File: config.mk
export PLATFORM = sky130hd
export DESIGN_NAME = iter_alu_unit
export DESIGN_NICKNAME = d
export VERILOG_FILES = /design/src/rtl/iter_alu_unit.sv
export SDC_FILE = /design/constraint.sdc
export NUM_CORES = 1
export LEC_CHECK = 0
export BUFFER_PORTS_ARGS = -buffer_cell sky130_fd_sc_hd__buf_4
export CORE_MARGIN = 2
export CORE_UTILIZATION = 45
export CTS_BUF_LIST = sky130_fd_sc_hd__clkbuf_4 sky130_fd_sc_hd__clkbuf_8
export CTS_CLUSTER_SIZE = 10
export DETAILED_ROUTE_END_ITERATION = 8
export HOLD_SLACK_MARGIN = 0.02
export PLACE_DENSITY = 0.61
export SYNTH_ARGS = -nofsm -noshare
export SYNTH_HDL_FRONTEND = slang
export SYNTH_SLANG_ARGS = --single-unit
File: constraint.sdc
create_clock -name clk -period 5.7 [get_ports clk]
set_clock_uncertainty 0.1 [all_clocks]
set_input_delay 0.285 -clock clk [delete_from_list [all_inputs] [get_ports clk]]
set_output_delay 0.285 -clock clk [all_outputs]
set_load 0.01 [all_outputs]
File: src/rtl/iter_alu_unit.sv
// Iterative ALU execution stage: latches register-file operands on command
// acceptance, runs one op (shift-add MUL over DATA_WIDTH cycles), writes back via BusC.
module iter_alu_unit #(
    parameter int DATA_WIDTH = 8,
    parameter int ADDR_WIDTH = 3
) (
    input  logic                  clk,
    input  logic                  rst,
    input  logic                  start,
    input  logic [2:0]            op,
    input  logic [ADDR_WIDTH-1:0] dest,
    input  logic [DATA_WIDTH-1:0] bus_a,
    input  logic [DATA_WIDTH-1:0] bus_b,
    output logic                  busy,
    output logic                  done,
    output logic                  wr_en,
    output logic [ADDR_WIDTH-1:0] w_addr,
    output logic [DATA_WIDTH-1:0] w_data,
    output logic [DATA_WIDTH-1:0] hi_data,
    output logic                  flag_z,
    output logic                  flag_c,
    output logic                  flag_n
);

    localparam int DW = DATA_WIDTH;
    localparam int CW = $clog2(DATA_WIDTH + 1);

    typedef enum logic [2:0] {
        OP_ADD  = 3'b000,
        OP_SUB  = 3'b001,
        OP_AND  = 3'b010,
        OP_OR   = 3'b011,
        OP_XOR  = 3'b100,
        OP_SHL  = 3'b101,
        OP_MUL  = 3'b110,
        OP_PASS = 3'b111
    } op_e;

    typedef enum logic [1:0] {IDLE, EXEC, WRITE} state_e;

    typedef struct packed {
        op_e                   op;
        logic [ADDR_WIDTH-1:0] dest;
        logic [DW-1:0]         a;
    } cmd_t;

    state_e        state, state_nxt;
    cmd_t          cmd;
    logic [2*DW-1:0] acc, acc_nxt;
    logic [CW-1:0] cnt;
    logic [DW:0]   psum;
    logic [DW-1:0] opb;
    logic          is_mul, last_iter;

    logic [DW-1:0] res, res_hi;
    logic          res_c, res_z, res_n;

    // Operand B lives in the low accumulator half; for MUL it doubles as the multiplier.
    assign opb       = acc[DW-1:0];
    assign is_mul    = (cmd.op == OP_MUL);
    assign last_iter = (cnt == CW'(1));

    // One shift-add step: add multiplicand into upper half, shift right with carry into MSB.
    always_comb begin
        psum    = {1'b0, acc[2*DW-1:DW]} + (acc[0] ? {1'b0, cmd.a} : {(DW+1){1'b0}});
        acc_nxt = {psum, acc[DW-1:1]};
    end

    always_comb begin
        res    = '0;
        res_hi = '0;
        res_c  = 1'b0;
        case (cmd.op)
            OP_ADD: {res_c, res} = {1'b0, cmd.a} + {1'b0, opb};
            OP_SUB: begin
                res   = cmd.a - opb;
                res_c = (cmd.a >= opb);
            end
            OP_AND: res = cmd.a & opb;
            OP_OR:  res = cmd.a | opb;
            OP_XOR: res = cmd.a ^ opb;
            OP_SHL: begin
                res   = {cmd.a[DW-2:0], 1'b0};
                res_c = cmd.a[DW-1];
            end
            OP_MUL: begin
                res    = acc_nxt[DW-1:0];
                res_hi = acc_nxt[2*DW-1:DW];
                res_c  = |acc_nxt[2*DW-1:DW];
            end
            default: res = opb;
        endcase
        res_z = is_mul ? (acc_nxt == '0) : (res == '0);
        res_n = is_mul ? acc_nxt[2*DW-1] : res[DW-1];
    end

    always_ff @(posedge clk or posedge rst) begin
        if (rst) state <= IDLE;
        else     state <= state_nxt;
    end

    always_comb begin
        state_nxt = state;
        case (state)
            IDLE:    if (start) state_nxt = EXEC;
            EXEC:    if (!is_mul || last_iter) state_nxt = WRITE;
            WRITE:   state_nxt = IDLE;
            default: state_nxt = IDLE;
        endcase
    end

    always_comb begin
        busy  = (state != IDLE);
        wr_en = (state == WRITE);
        done  = (state == WRITE);
    end

    always_ff @(posedge clk or posedge rst) begin
        if (rst) begin
            cmd <= '0;
            acc <= '0;
            cnt <= '0;
        end else begin
            case (state)
                IDLE: if (start) begin
                    cmd.op   <= op_e'(op);
                    cmd.dest <= dest;
                    cmd.a    <= bus_a;
                    acc      <= {{DW{1'b0}}, bus_b};
                    cnt      <= CW'(DATA_WIDTH);
                end
                EXEC: if (is_mul) begin
                    acc <= acc_nxt;
                    cnt <= cnt - CW'(1);
                end
                default: ;
            endcase
        end
    end

    // Write-back data and status update only on the edge entering WRITE, so an abort leaves them untouched.
    always_ff @(posedge clk or posedge rst) begin
        if (rst) begin
            w_addr  <= '0;
            w_data  <= '0;
            hi_data <= '0;
            flag_z  <= 1'b0;
            flag_c  <= 1'b0;
            flag_n  <= 1'b0;
        end else if (state == EXEC && state_nxt == WRITE) begin
            w_addr  <= cmd.dest;
            w_data  <= res;
            hi_data <= res_hi;
            flag_z  <= res_z;
            flag_c  <= res_c;
            flag_n  <= res_n;
        end
    end

endmodule

Yosys cells after proc, flatten, opt, wreduce, memory -nomap -nowiden
Cells that the tools add are included.
{"block": "word_totals", "rom_bits": 0, "memories": 0, "out_inout_bits": 25, "word_cells": 59, "reg_bits": 58, "in_bits": 25, "latch_bits": 0, "ram_bits": 0}
{"block": "classes", "n_eq_ne": 12, "reduce_logical": 12, "n_mul": 0, "shift": 0, "n_div": 0, "n_lt_le_gt_ge": 1, "n_bitwise": 3, "addsub": 4, "mux": 15}
{"operator": "$pmux W8 S7", "count": 1}
{"operator": "$mux W16", "count": 2}
{"operator": "$pmux W16 S2", "count": 1}
{"operator": "$add A8 B8 Y9", "count": 2}
{"operator": "$logic_not A16 Y1", "count": 1}
{"operator": "$mux W8", "count": 2}
{"operator": "$eq A3 B3 Y1 const B", "count": 3}
{"operator": "$and A8 B8 Y8", "count": 1}
{"operator": "$ge A8 B8 Y1", "count": 1}
{"operator": "$logic_not A8 Y1", "count": 1}
{"operator": "$mux W4", "count": 2}
{"operator": "$or A8 B8 Y8", "count": 1}
{"operator": "$pmux W4 S2", "count": 1}
{"operator": "$reduce_or A8 Y1", "count": 1}
{"operator": "$sub A8 B8 Y8", "count": 1}
{"operator": "$xor A8 B8 Y8", "count": 1}
{"operator": "$eq A3 B2 Y1 const B", "count": 2}
{"operator": "$eq A2 B2 Y1 const B", "count": 2}
{"operator": "$eq A4 B1 Y1 const B", "count": 1}
{"operator": "$mux W2", "count": 2}
{"operator": "$ne A2 B2 Y1 const B", "count": 2}
{"operator": "$pmux W1 S4", "count": 1}
{"operator": "$pmux W2 S2", "count": 1}
{"operator": "$reduce_bool A2 Y1", "count": 2}
{"operator": "other kinds (11)", "count": 12}

Depth between registers and ports, before layout
{"block": "depth", "depth_word": 7, "mapped_depth": 11, "ltp_nobuf": 11}

Least setup slack after synthesis
Ideal clock, no wire load.
{"block": "synth_path", "path_kind": "reg2reg", "startpoint": "register acc[0]", "endpoint": "register flag_z", "t_arrival_ns": 2.471, "synth_period_minus_slack_ns": 2.691, "n_path_buf": 0, "path_stages_with_launch": 11, "setup_slack_ns": 3.009, "cell_sequence": "dfrtp_1 ha_1 ha_1 fa_1 a211oi_1 nor2_1 o31a_1 o211a_1 o211ai_1 o21ai_0 a31o_1"}
{"block": "synth_between", "elab_chain_cells": 5}
{"element": "from (decl)", "line_no": "49", "source": "logic [2*DW-1:0] acc, acc_nxt;"}
{"element": "from (signal assigned)", "line_no": "129", "source": "acc <= {{DW{1'b0}}, bus_b};"}
{"element": "from (signal assigned)", "line_no": "133", "source": "acc <= acc_nxt;"}
{"element": "$mux W8", "line_no": "65", "source": "psum = {1'b0, acc[2*DW-1:DW]} + (acc[0] ? {1'b0, cmd.a} : {(DW+1){1'b0}});"}
{"element": "$add A8 B8 Y9", "line_no": "65"}
{"element": "$pmux W8 S7", "line_no": "73", "source": "case (cmd.op)"}
{"element": "$logic_not A8 Y1", "line_no": "93", "source": "res_z = is_mul ? (acc_nxt == '0) : (res == '0);"}
{"element": "$mux W1 *", "line_no": "93"}
{"element": "to (signal assigned)", "line_no": "154", "source": "flag_z <= res_z;"}
{"element": "to (decl)", "line_no": "20", "source": "output logic flag_z,"}
Every way passes the cells marked *; elsewhere a longest branch is shown, timed or not.
A chain may end at the register's enable or synchronous reset.

Worst setup path in the final report
Same ends and word-level chain as after synthesis.

==> impl_metrics.json <==
{
  "period_needed_ps": 3120,
  "vias_per_cell": 5.94,
  "syn_nets": 533,
  "tns_ps": 0,
  "synth-edff-count": 0,
  "cp_num_cells": 10,
  "path_clk_slew_ps": 80,
  "holdWs_ps": 43.6,
  "cp-start-kind": "flip-flop",
  "fmax_mhz": 320,
  "cpPeakStageDelay_ps": 440,
  "routed_wl_um": 11700,
  "vias": 3692,
  "final_cell_mix": "62 x nand2_1, 58 x dfrtp_1, 52 x buf_4, 36 x o21ai_0, 35 x nor2_1",
  "grt_pass1_wl_um": 19400,
  "worstPathRequired_ps": 5840,
  "crit_path_end_kind": "flip-flop",
  "gp_congestion": 0.934,
  "postSynthCellCount": 471,
  "hold_violations": 0,
  "gr-total-overflow": 0,
  "antenna_left": 0,
  "path_common_cell": "ha_1",
  "path_cells": "ha_1 -> ha_1 -> fa_1 -> a211oi_1 -> nor2_1 -> o31a_1 -> o211a_1 -> o211ai_1 -> o21ai_0 -> a31o_1",
  "slew_viol_final": 0,
  "synth_top_family_by_area": "compound AO/OA/AOI/OAI gates",
  "cts_max_level": 3,
  "syn_avg_cell_area_um2": 8.65,
  "cpMaxStageDelayCell": "fa_1",
  "period_share_pct": 54.8,
  "final_nets": 571,
  "wire_per_inst_um": 18.8,
  "yosysSeqAreaShare_pct": 35.6,
  "place_inst": 605,
  "cts_buffers": 9,
  "layout_commonest_cell": "nand2_1",
  "die_area_um2": 9830,
  "critPathMaxFanout": 5,
  "post_cts_buffers": 0,
  "clock_sinks": 58,
  "antenna_found_initial": 0,
  "p_leak_nw": 2.22,
  "grt_max_degree": 59,
  "hp-class": "in2async",
  "synth_xor_area_share_pct": 1.72,
  "ir_drop_uv": 304,
  "track_usage_pct": 25.1,
  "drv_cap": 0,
  "rsz0062_at_grt": "no",
  "ys_async_sr_fraction_pct": 100,
  "ys_ff_latch": 58,
  "io_buffer_count": 49,
  "synth_area_um2": 4070,
  "start_util_pct": 46.5,
  "drc": 0,
  "clock_latency_ps": 350,
  "cp_data_arrival_time_ps": 3260,
  "synthSimpleGateAreaFrac_pct": 18.2,
  "drt_first_pass_iters": 5,
  "antennaDiodeCount": 0,
  "finalSetupViolCount": 0,
  "fp.dieW_um": 99.1,
  "critPathKind": "reg2reg",
  "coreArea_um2": 8760,
  "synth_mux_area_share_pct": 5.68,
  "synth_cell_type_count": 58,
  "rows": 34,
  "cts_tree": "built",
  "finalNonFillerCells": 622,
  "reg2reg_depth": 10,
  "synthAdderAreaFrac_pct": 11.9,
  "root_buffer": "clkbuf_8",
  "yosysWarnings": 0,
  "die_y_um": 99.1,
  "power_density_nw_per_um2": 674,
  "ioPinCount": 50,
  "cts_buffer_depth": 2,
  "cts-resized-gates": 0,
  "slew-limit-headroom_pct": 40.9,
  "critical_path_buf_inv_count": 0,
  "synth_compound_area_share_pct": 21.0,
  "outcome": "finished, final reports clean",
  "drtIter0Drc": 278,
  "area_delta_synth_final_pct": 15.2,
  "drive_gt1_share_pct": 18.7,
  "fin_util_pct": 53.5,
  "synth_ff_type": "dfrtp_1",
  "worst_slew_pin_slew_ps": 887,
  "place_hpwl_um": 8600,
  "critPathTopFamily": "compound AO/OA/AOI/OAI gates",
  "grt_pass1_vias": 3748
}
==> stage by stage <==
step | cell area, um^2 | worst slack, ps | power [mW]
after floorplan | 4070 | 3010 | 2.16
after global placement | 4480 | 2660 | 2.72
after global routing | 4690 | 2300 | 3.42
after detailed placement | 4480 | 2640 | 2.73
final | 4690 | 2580 | 3.16
after CTS | 4690 | 2600 | 3.14
==> power breakdown <==
group / leakage [nW] / internal [mW] / switching [mW] / total (mW)
sequential: 0.725 / 0.570 / 0.258 / 0.828
combinational: 1.39 / 0.792 / 1.15 / 1.94
clock: 0.0998 / 0.205 / 0.192 / 0.397
total: 2.22 / 1.57 / 1.60 / 3.16
==> what timing repair did <==
| action | in CTS | in global routing |
|---|---|---|
| hold buffers | 1 | 0 |
| setup endpoints to repair | 0 | 0 |
| endpoints found under the hold margin | 1 | 0 |
==> kinds of logic after synthesis <==
group / after synthesis
buffers and inverters: 57
AOI/OAI and AO/OA: 129
DFF: 58
muxes: 21
xor gates and xnor gates: 8
adders and majority gates: 37
and+or+nand+nor: 161
==> path summary, 6_finish.rpt <==
check / start / endpoint / slack (ps)
max: acc[0]$_DFFE_PP0P_ / flag_z$_DFFE_PP0P_ / 2580
min: rst / w_addr[2]$_DFFE_PP0P_ / 40
max reg2reg: acc[0]$_DFFE_PP0P_ / flag_z$_DFFE_PP0P_ / 2580
min reg2reg: cmd[9]$_DFFE_PP0P_ / w_addr[1]$_DFFE_PP0P_ / 370
max in group asynchronous: rst / flag_c$_DFFE_PP0P_ / 4940
min in group clk: op[0] / cmd[11]$_DFFE_PP0P_ / 60
==> synthesized netlist by cell type (2+ instances only) <==
cell	instances	area, um^2
a211oi_1	9	67.6
a21o_1	5	37.5
a21oi_1	18	90.1
a221oi_1	2	17.5
a311oi_1	2	17.5
a31oi_1	11	68.8
buf_1	2	7.51
buf_2	7	35.0
buf_4	4	30.0
clkbuf_1	12	45.0
dfrtp_1	58	1450
fa_1	3	60.1
ha_1	34	425
inv_1	30	113
mux2_2	17	191
mux2i_1	4	40.0
nand2_1	62	233
nand2b_1	5	31.3
nand3_1	16	80.1
nand4_1	2	12.5
nor2_1	35	131
nor2b_1	8	50.1
nor3_1	12	60.1
nor3b_1	3	22.5
nor4_1	6	37.5
o211ai_1	3	22.5
o21a_1	3	22.5
o21ai_0	37	185
o21bai_1	4	30.0
o221a_2	3	33.8
o221ai_1	2	17.5
o22ai_1	6	37.5
o311ai_0	2	17.5
o31a_1	2	17.5
o31ai_1	7	52.6
or2_2	5	31.3
or3_1	3	18.8
xnor2_1	7	61.3
==> flip-flops by register name, summed over array words and instances (netlist names) <==
| signal | flops |
|---|---|
| hi_data | 8 |
| cnt | 4 |
| w_addr | 3 |
| w_data | 8 |
| flag_n | 1 |
| flag_z | 1 |
| cmd | 14 |
| acc | 16 |
| flag_c | 1 |
| state | 2 |
==> area by class of cell <==
type / instances / area [um^2]
Timing Repair Buffer: 53 / 400
Clock inverter: 7 / 77.6
Tap cell: 108 / 135
Fill cell: 862 / 4070
Clock buffer: 9 / 124
Inverter: 31 / 116
Multi-Input combinational cell: 356 / 2390
Sequential cell: 58 / 1450
==> routing by layer <==
metal | up-vias | part of all wire [%] | track usage (%)
met4 | 0 | 2.9 | 10.3
li1 | 1758 | - | -
met1 | 1755 | 47 | 35.3
met3 | 30 | 5.9 | 4.71
met2 | 149 | 44 | 38.4
met5 | - | 0 | 0
==> worst reg2reg max path, delay by kind of cell (launching register included) <==
family | cells | cell delay [ps]
AO/OA/AOI/OAI | 6 | 1350
AND/OR/NAND/NOR | 1 | 140
adder cells (fa/ha/maj) | 3 | 990
flip-flops | 1 | 430
Power figures use the tool's default switching activity.
